===== config.mk =====
export PLATFORM = sky130hd
export DESIGN_NAME = fft_frame_sequencer
export DESIGN_NICKNAME = d
export VERILOG_FILES = /design/src/rtl/fft_seq_pkg.sv /design/src/rtl/fft_seq_fifo.sv /design/src/rtl/fft_frame_sequencer.sv
export SDC_FILE = /design/constraint.sdc
export NUM_CORES = 1
export LEC_CHECK = 0
export CAP_MARGIN = 10
export CORE_MARGIN = 1
export CORE_UTILIZATION = 55
export CTS_BUF_LIST = sky130_fd_sc_hd__clkbuf_2 sky130_fd_sc_hd__clkbuf_4 sky130_fd_sc_hd__clkbuf_8
export DETAILED_ROUTE_END_ITERATION = 12
export PLACE_DENSITY = 0.82
export SLEW_MARGIN = 25
export SYNTH_ARGS = -nofsm -noshare
export SYNTH_HDL_FRONTEND = slang
export SYNTH_SLANG_ARGS = --single-unit
export TNS_END_PERCENT = 30

===== constraint.sdc =====
create_clock -name clk -period 3.95 [get_ports clk]
set_input_delay 0.79 -clock clk [delete_from_list [all_inputs] [get_ports clk]]
set_output_delay 0.79 -clock clk [all_outputs]
set_load 0.005 [all_outputs]

===== src/rtl/fft_seq_pkg.sv =====
// Shared types and default sizing for the FFT frame sequencer.
package fft_seq_pkg;

    localparam int unsigned DEF_DATA_WIDTH = 12;
    localparam int unsigned DEF_N_POINTS   = 8192;
    localparam int unsigned DEF_CNT_W      = 13;
    localparam int unsigned STAT_W         = 16;

    typedef enum logic [1:0] {
        IDLE   = 2'd0,
        STREAM = 2'd1,
        GAP    = 2'd2
    } seq_state_e;

    // Saturating increment for the drop statistics counter.
    function automatic logic [STAT_W-1:0] sat_inc(input logic [STAT_W-1:0] v);
        return (v == '1) ? v : v + STAT_W'(1);
    endfunction

endpackage


===== src/rtl/fft_seq_fifo.sv =====
// Synchronous first-word-fall-through FIFO with a registered head word.
// Push and pop may occur in the same cycle, including when full; flush empties it.
module fft_seq_fifo #(
    parameter int unsigned DEPTH = 4,
    parameter int unsigned WIDTH = 12
) (
    input  logic             clk,
    input  logic             reset,
    input  logic             flush_i,
    input  logic             push_i,
    input  logic             pop_i,
    input  logic [WIDTH-1:0] din_i,
    output logic [WIDTH-1:0] dout_o,
    output logic             full_o,
    output logic             empty_nxt_c
);
    localparam int unsigned AW = $clog2(DEPTH);
    localparam int unsigned CW = $clog2(DEPTH + 1);

    logic [WIDTH-1:0] mem_q [DEPTH];
    logic [AW-1:0]    wr_q, wr_d, rd_q, rd_d;
    logic [CW-1:0]    cnt_q, cnt_d;
    logic [WIDTH-1:0] dout_q, dout_d;
    logic             full_q, empty_q;
    logic             do_push, do_pop;

    // Head register is refilled from the incoming word or the next stored entry.
    always_comb begin
        do_push = push_i && (!full_q || pop_i);
        do_pop  = pop_i && !empty_q;
        wr_d    = wr_q;
        rd_d    = rd_q;
        cnt_d   = cnt_q;
        dout_d  = dout_q;
        if (flush_i) begin
            wr_d  = '0;
            rd_d  = '0;
            cnt_d = '0;
        end else begin
            if (do_push) wr_d = wr_q + AW'(1);
            if (do_pop)  rd_d = rd_q + AW'(1);
            cnt_d = cnt_q + CW'(do_push) - CW'(do_pop);
            if (do_push && (empty_q || (do_pop && cnt_q == CW'(1)))) begin
                dout_d = din_i;
            end else if (do_pop && cnt_q > CW'(1)) begin
                dout_d = mem_q[rd_d];
            end
        end
        empty_nxt_c = (cnt_d == '0);
    end

    always_ff @(posedge clk) begin
        if (do_push && !flush_i) mem_q[wr_q] <= din_i;
    end

    always_ff @(posedge clk) begin
        if (reset) begin
            wr_q    <= '0;
            rd_q    <= '0;
            cnt_q   <= '0;
            dout_q  <= '0;
            full_q  <= 1'b0;
            empty_q <= 1'b1;
        end else begin
            wr_q    <= wr_d;
            rd_q    <= rd_d;
            cnt_q   <= cnt_d;
            dout_q  <= dout_d;
            full_q  <= (cnt_d == CW'(DEPTH));
            empty_q <= (cnt_d == '0);
        end
    end

    assign dout_o = dout_q;
    assign full_o = full_q;

endmodule


===== src/rtl/fft_frame_sequencer.sv =====
// Frames the corrected ADC sample stream into N_POINTS-beat Avalon-ST packets.
// Define FFT_SEQ_STATS_EN to build the frame_count/drop_count statistics counters.
module fft_frame_sequencer
    import fft_seq_pkg::*;
#(
    parameter int unsigned DATA_WIDTH = DEF_DATA_WIDTH,
    parameter int unsigned N_POINTS   = DEF_N_POINTS,
    parameter int unsigned CNT_W      = DEF_CNT_W,
    parameter int unsigned FIFO_DEPTH = 4,
    parameter int unsigned GAP_CYCLES = 16
) (
    input  logic                  clk,
    input  logic                  reset,
    input  logic                  enable,
    input  logic                  continuous,
    input  logic                  start,
    input  logic [DATA_WIDTH-1:0] smp_data,
    input  logic                  smp_valid,
    input  logic                  sink_ready,
    output logic                  sink_valid,
    output logic                  sink_sop,
    output logic                  sink_eop,
    output logic [DATA_WIDTH-1:0] sink_real,
    output logic [DATA_WIDTH-1:0] sink_imag,
    output logic                  busy,
    output logic                  frame_done,
    output logic                  overflow,
    input  logic                  clear_status,
    output logic [STAT_W-1:0]     frame_count,
    output logic [STAT_W-1:0]     drop_count
);
    localparam int unsigned GW = $clog2(GAP_CYCLES + 1);

    seq_state_e       state_q, state_d;
    logic [CNT_W-1:0] beat_q, beat_d;
    logic [GW-1:0]    gap_q, gap_d;
    logic             valid_q, valid_d, sop_q, sop_d, eop_q, eop_d;
    logic             busy_q, busy_d, done_q, ovf_q, ovf_d;
    logic             accept, eop_acc, in_stream, push, drop;
    logic             fifo_full, fifo_empty_nxt;

    assign accept    = valid_q && sink_ready;
    assign eop_acc   = accept && eop_q;
    assign in_stream = (state_q == STREAM);
    assign push      = in_stream && smp_valid && (!fifo_full || accept);
    assign drop      = in_stream && smp_valid && fifo_full && !accept;

    // Leftover samples are flushed at eop so the next frame starts on fresh data.
    fft_seq_fifo #(
        .DEPTH (FIFO_DEPTH),
        .WIDTH (DATA_WIDTH)
    ) u_fifo (
        .clk         (clk),
        .reset       (reset),
        .flush_i     (eop_acc),
        .push_i      (push),
        .pop_i       (accept),
        .din_i       (smp_data),
        .dout_o      (sink_real),
        .full_o      (fifo_full),
        .empty_nxt_c (fifo_empty_nxt)
    );

    always_comb begin
        state_d = state_q;
        gap_d   = '0;
        beat_d  = beat_q;
        case (state_q)
            IDLE: begin
                if (enable && (start || continuous)) state_d = STREAM;
            end
            STREAM: begin
                if (eop_acc) state_d = GAP;
            end
            GAP: begin
                if (gap_q == GW'(GAP_CYCLES - 1)) begin
                    state_d = (enable && continuous) ? STREAM : IDLE;
                end else begin
                    gap_d = gap_q + GW'(1);
                end
            end
            default: state_d = IDLE;
        endcase
        if (accept) beat_d = eop_q ? '0 : beat_q + CNT_W'(1);
        // Sink flags are registered from next-cycle state and FIFO occupancy.
        valid_d = (state_d == STREAM) && !fifo_empty_nxt;
        sop_d   = valid_d && (beat_d == '0);
        eop_d   = valid_d && (beat_d == CNT_W'(N_POINTS - 1));
        busy_d  = (state_d != IDLE);
        ovf_d   = drop ? 1'b1 : (clear_status ? 1'b0 : ovf_q);
    end

    always_ff @(posedge clk) begin
        if (reset) begin
            state_q <= IDLE;
            beat_q  <= '0;
            gap_q   <= '0;
            valid_q <= 1'b0;
            sop_q   <= 1'b0;
            eop_q   <= 1'b0;
            busy_q  <= 1'b0;
            done_q  <= 1'b0;
            ovf_q   <= 1'b0;
        end else begin
            state_q <= state_d;
            beat_q  <= beat_d;
            gap_q   <= gap_d;
            valid_q <= valid_d;
            sop_q   <= sop_d;
            eop_q   <= eop_d;
            busy_q  <= busy_d;
            done_q  <= eop_acc;
            ovf_q   <= ovf_d;
        end
    end

    assign sink_valid = valid_q;
    assign sink_sop   = sop_q;
    assign sink_eop   = eop_q;
    assign sink_imag  = '0;
    assign busy       = busy_q;
    assign frame_done = done_q;
    assign overflow   = ovf_q;

`ifdef FFT_SEQ_STATS_EN
    logic [STAT_W-1:0] frame_cnt_q, frame_cnt_d, drop_cnt_q, drop_cnt_d;

    // A clear coinciding with an event still counts that event.
    always_comb begin
        frame_cnt_d = clear_status ? '0 : frame_cnt_q;
        drop_cnt_d  = clear_status ? '0 : drop_cnt_q;
        if (eop_acc) frame_cnt_d = frame_cnt_d + STAT_W'(1);
        if (drop)    drop_cnt_d  = sat_inc(drop_cnt_d);
    end

    always_ff @(posedge clk) begin
        if (reset) begin
            frame_cnt_q <= '0;
            drop_cnt_q  <= '0;
        end else begin
            frame_cnt_q <= frame_cnt_d;
            drop_cnt_q  <= drop_cnt_d;
        end
    end

    assign frame_count = frame_cnt_q;
    assign drop_count  = drop_cnt_q;
`else
    assign frame_count = '0;
    assign drop_count  = '0;
`endif

endmodule


# After elaboration in Yosys (flattened, before gate mapping)

Memory sizes are Yosys's and may differ from the RTL's.
Index checks and enable logic that the tools add are counted.

Muxes and demuxes: 16
Eq/ne operators: 7
Bitwise logic cells: 2
Reductions and logical operators: 34
Add/subtract/negate cells: 6
Order comparisons: 1

Operators with widths:

| cell                    | number |
|---|---|
| $mux W13                | 2 |
| $mux W12                | 2 |
| $logic_and A1 B1 Y1     | 17 |
| $add A13 B1 Y13 const B | 1 |
| $eq A13 B13 Y1 const B  | 1 |
| $logic_not A13 Y1       | 1 |
| $mux W2                 | 5 |
| $pmux W2 S3             | 1 |
| $reduce_bool A2 Y1      | 3 |
| $add A5 B1 Y5 const B   | 1 |
| $eq A5 B4 Y1 const B    | 1 |
| $logic_not A1 Y1        | 5 |
| $mux W1                 | 5 |
| $add A2 B1 Y2 const B   | 2 |
| $eq A2 B1 Y1 const B    | 2 |
| $add A3 B1 Y3           | 1 |
| $eq A3 B1 Y1 const B    | 1 |
| $eq A3 B3 Y1 const B    | 1 |
| $gt A3 B1 Y1 const B    | 1 |
| $logic_not A3 Y1        | 1 |
| $logic_or A1 B1 Y1      | 3 |
| $mux W3                 | 1 |
| $reduce_or A3 Y1        | 1 |
| $sub A3 B1 Y3           | 1 |
| other kinds (5)         | 6 |

Memories: 1
Input port bits: 20
Memory bits (writable): 48
Bits in registers: 47

Memory list:

| memory       | depth | bits a word | rd ports | clocked after memory_dff | wr ports | line               | source |
|---|---|---|---|---|---|---|---|
| u_fifo.mem_q | 4     | 12          | 1        | 0                        | 1        | fft_seq_fifo.sv:20 | `logic [WIDTH-1:0] mem_q [DEPTH];` |

# Depth between registers and ports, before layout

Depth after elaboration: 11
Gate-level depth with buffers: 14
Mapped depth without buffers: 10

# Cells and area by module

From an unflattened synthesis, not the netlist that was laid out.

Cell total of the unflattened synthesis: 536
Area, all modules: 5385.2 µm²

By module, submodules not included:

| module              | cells an instance | area each (µm²) | instances | sequential area each (µm²) |
|---|---|---|---|---|
| fft_seq_fifo        | 332               | 3674.8          | 1         | 1861.8 |
| fft_frame_sequencer | 204               | 1710.4          | 1         | 520.5 |

# Worst setup path before layout

Ideal clock, no wire load.

Path kind: input port to flip-flop
Start point: in sink_ready
End point: reg sop_q (netlist: sink_sop)
Library setup time: 0.092 ns
Slack: 0.527 ns
Arrival time: 3.331 ns
Stages: 14
Data required time: 3.858 ns
Path buffers: 4
Cells stage by stage: buf_4 -> and3b_1 -> clkbuf_1 -> buf_2 -> buf_2 -> nand2b_1 -> nand2_1 -> ha_1 -> fa_1 -> xor2_1 -> nor3b_1 -> a2111oi_2 -> nand4b_1 -> nor4_1

Word-level cells in the longest chain between the ends: 11
Elaborated cells between the ends (all ways): 18

RTL lines:

| what                  | line                                          | source |
|---|---|---|
| start, declared       | fft_frame_sequencer.sv:19                     | `input logic sink_ready,` |
| $logic_and A1 B1 Y1 * | fft_frame_sequencer.sv:42                     | `assign accept = valid_q && sink_ready;` |
| $logic_or A1 B1 Y1    | fft_seq_fifo.sv:29, fft_frame_sequencer.sv:45 |  |
| $logic_and A1 B1 Y1   | fft_frame_sequencer.sv:45                     | `assign push = in_stream && smp_valid && (!fifo_full \|\| accept);` |
| $logic_and A1 B1 Y1   | fft_seq_fifo.sv:29                            | `do_push = push_i && (!full_q \|\| pop_i);` |
| $add A3 B1 Y3         | fft_seq_fifo.sv:42                            | `cnt_d = cnt_q + CW'(do_push) - CW'(do_pop);` |
| $sub A3 B1 Y3         | fft_seq_fifo.sv:42                            |  |
| $mux W3               | fft_seq_fifo.sv:35                            | `if (flush_i) begin` |
| $logic_not A3 Y1      | fft_seq_fifo.sv:49                            | `empty_nxt_c = (cnt_d == '0);` |
| $logic_not A1 Y1      | fft_frame_sequencer.sv:86                     | `valid_d = (state_d == STREAM) && !fifo_empty_nxt;` |
| $logic_and A1 B1 Y1   | fft_frame_sequencer.sv:86                     |  |
| $logic_and A1 B1 Y1 * | fft_frame_sequencer.sv:87                     | `sop_d = valid_d && (beat_d == '0);` |
| end signal, assigned  | fft_frame_sequencer.sv:109                    | `sop_q <= sop_d;` |
| end, declared         | fft_frame_sequencer.sv:37                     | `logic valid_q, valid_d, sop_q, sop_d, eop_q, eop_d;` |

Mark *: on every way between the ends. The rest lies on a longest branch, timed or not.
A chain may end at the register's enable or synchronous reset.

# Final worst setup path

Same ends and word-level chain as after synthesis.

==> metrics.txt <==
cell count after synthesis 540; DRC Markers 14; cell row count 34; Yosys warnings 0; clock period minus worst slack 3.362 ns; IO Pins 82; Synth top area share 28.52%; post-synth top area cell edfxtp_1; largest cells by area after synthesis edfxtp_1, dfxtp_1, buf_4; most frequent cells in the layout nor3_1, nand2_1, edfxtp_1, dfxtp_1; HPWL after DPL 7201 um; antenna cells 0; Max Fclk 0.2975 GHz; CTS Buf Count 9; WP data arrival 3.64 ns; worst-path maximum fanout 8; element type at the critical path start primary input; Worst Max-Slew Pin Slew 0.9038 ns; 1st-iter DRT viols 422; Via Count 4,101; Final Hold Vio Count 0; design area 5440 um2; initial antenna violation count 0; global-route wire length before repair 18,350 um; Die Wd 97.86 um; clk buf depth 2; CP Launch Point sink_ready; die area 9576 um2; Avg WL per Cell 16.81 um; Worst EP required 4.23 ns; largest net degree at the start of global routing 50; commonest non-fill, non-tap cell in the layout nor3_1; Pleak 1.846 nW; CP endpoint kind register; max_slew headroom 39.75%; CTS Root Cell clkbuf_8; total gr overflow 0; Post-synth EDFFs 48; Net count, final 585; fin cells 667; Via density 6.148; overall global routing resource usage 24.41%; hold buffers post-CTS 0; failing checks design-rule violations; total iterations of the first detailed-routing run 10; status finished with violations; Max VDD drop 0.2004 mV; reg-to-reg startpoint sink_valid; Slew Limit Fails 0; vias in the first global route 3,823; worst skew pair latency 0.37 ns; Synth Flop Type edfxtp_1; post-synthesis cell type count 62; RSZ-0062 raised after global routing no; setup TNS 0 ns; Pwr Total 0.001900 W; WS Path Type primary input to register; final clock skew 0.01644 ns; Layout area overhead 7.650%; share of layout cells above drive strength 1 6.798%; wirelength, routed 11,210 um; port bufs 37; worst setup margin 0.5882 ns; Final ANT Viol Nets 0; sequential-to-total area share from yosys stat 47.14%; Filler Cell Count 699; Post-synth ARST share 0%; #FFs+latches synth 95; Post-Place Cells 651; # setup viols final 0; Setup Buffers After CTS 0; Syn Std Cell Area 5054 um2; Final period util 85.11%; placed cell area 5249 um2; core area 8806 um2; CTS-repair resized insts 0; Initial Util 57.39%; min-delay worst type register to register; TritonCTS clock tree built; die height 97.86 um; Post-Place Setup Slack 0.2422 ns; hold_sp gap_q[0]; Sink Count 95; max_cap viols 0; Placer Congestion 0.8497; CTS clk-pin slew, worst paths 0.10 ns; Mapped Avg Cell Area 9.359 um2; H-tree depth 3; P per Cell Area 349.2 nW/um2
==> layer usage <==
layer  vias up  track usage (%)  share of wire (%)
li1       1895                -                  -
met1      1945            31.25                 40
met2       230            38.84                 49
met3        31            5.297                8.2
met4         0            12.94                2.4
met5         -                0                  0
==> through the flow <==
stage	util (%)	hold slack [ns]
2_1_floorplan	-	0.4175
3_3_place_gp	59.61	0.4298
3_5_place_dp	59.61	0.4606
4_1_cts	61.74	0.4750
5_1_grt	61.78	0.5034
6_report	61.78	0.4797
==> logic make-up after synthesis <==
| group | share of synthesized area [%] |
|---|---|
| multiplexers | 1.263 |
| AO/OA/AOI/OAI | 7.973 |
| buffers and inverters | 11.12 |
| AND/OR/NAND/NOR | 27.83 |
| other | 0.07420 |
| adder cells (fa/ha/maj) | 2.872 |
| flip-flops | 47.14 |
| XOR/XNOR | 1.733 |
==> critical path: stages <==
cell and delay [ns]:
clkdlybuf4s50_1 0.56, and3b_1 0.28, nand2b_1 0.11, nand2_1 0.07, ha_1 0.19, fa_1 0.38, xor2_1 0.19, nor3b_1 0.17
a2111oi_2 0.45, nand4b_1 0.14, nor4_1 0.29
==> flip-flops by register name, summed over array words and instances, names as in the netlist, 2 cells and up <==
register and cells:
beat_q 13, gap_q 5, state_q 2, u_fifo.cnt_q 3
u_fifo.dout_o 12, u_fifo.mem_q 48, u_fifo.rd_q 2, u_fifo.wr_q 2
==> power breakdown <==
group	internal, W	total, W	switching (W)
Combinational	0.0000855	0.000190	0.000105
Sequential	0.00106	0.00109	0.0000233
Clock	0.000243	0.000621	0.000378
==> final timing paths <==
| kind | cells past startpoint | slack, ns | to |
|---|---|---|---|
| worst max-delay path | 11 | 0.59 | sink_sop |
| worst max register to register | 10 | 1.21 | sink_sop |
| worst min register to register | 1 | 0.48 | gap_q[0] |
| worst min-delay path | 1 | 0.48 | gap_q[0] |
==> cells in the mapped netlist, drive strengths merged (3+ instances only) <==
cell type / instances
a21oi: 9
a311oi: 12
and2: 6
and3: 8
buf: 68
clkbuf: 15
dfxtp: 47
edfxtp: 48
ha: 10
inv: 12
mux2i: 3
nand2: 55
nand2b: 6
nand3: 22
nand4: 14
nand4b: 4
nor2: 45
nor3: 58
nor3b: 14
nor4: 19
o21ai: 13
or2: 3
or3: 6
xnor2: 7
xor2: 3
==> cell type report <==
type	instances	area, um2	share of cell area (%)
Clock buffer	9	123.9	2.277
Sequential cell	95	2384	43.81
Multi-Input combinational cell	393	2273	41.79
Timing Repair Buffer	43	415.4	7.636
Inverter	12	45.04	0.8280
Tap cell	108	135.1	2.484
Clock inverter	7	63.81	1.173
Power figures use the tool's default switching activity.
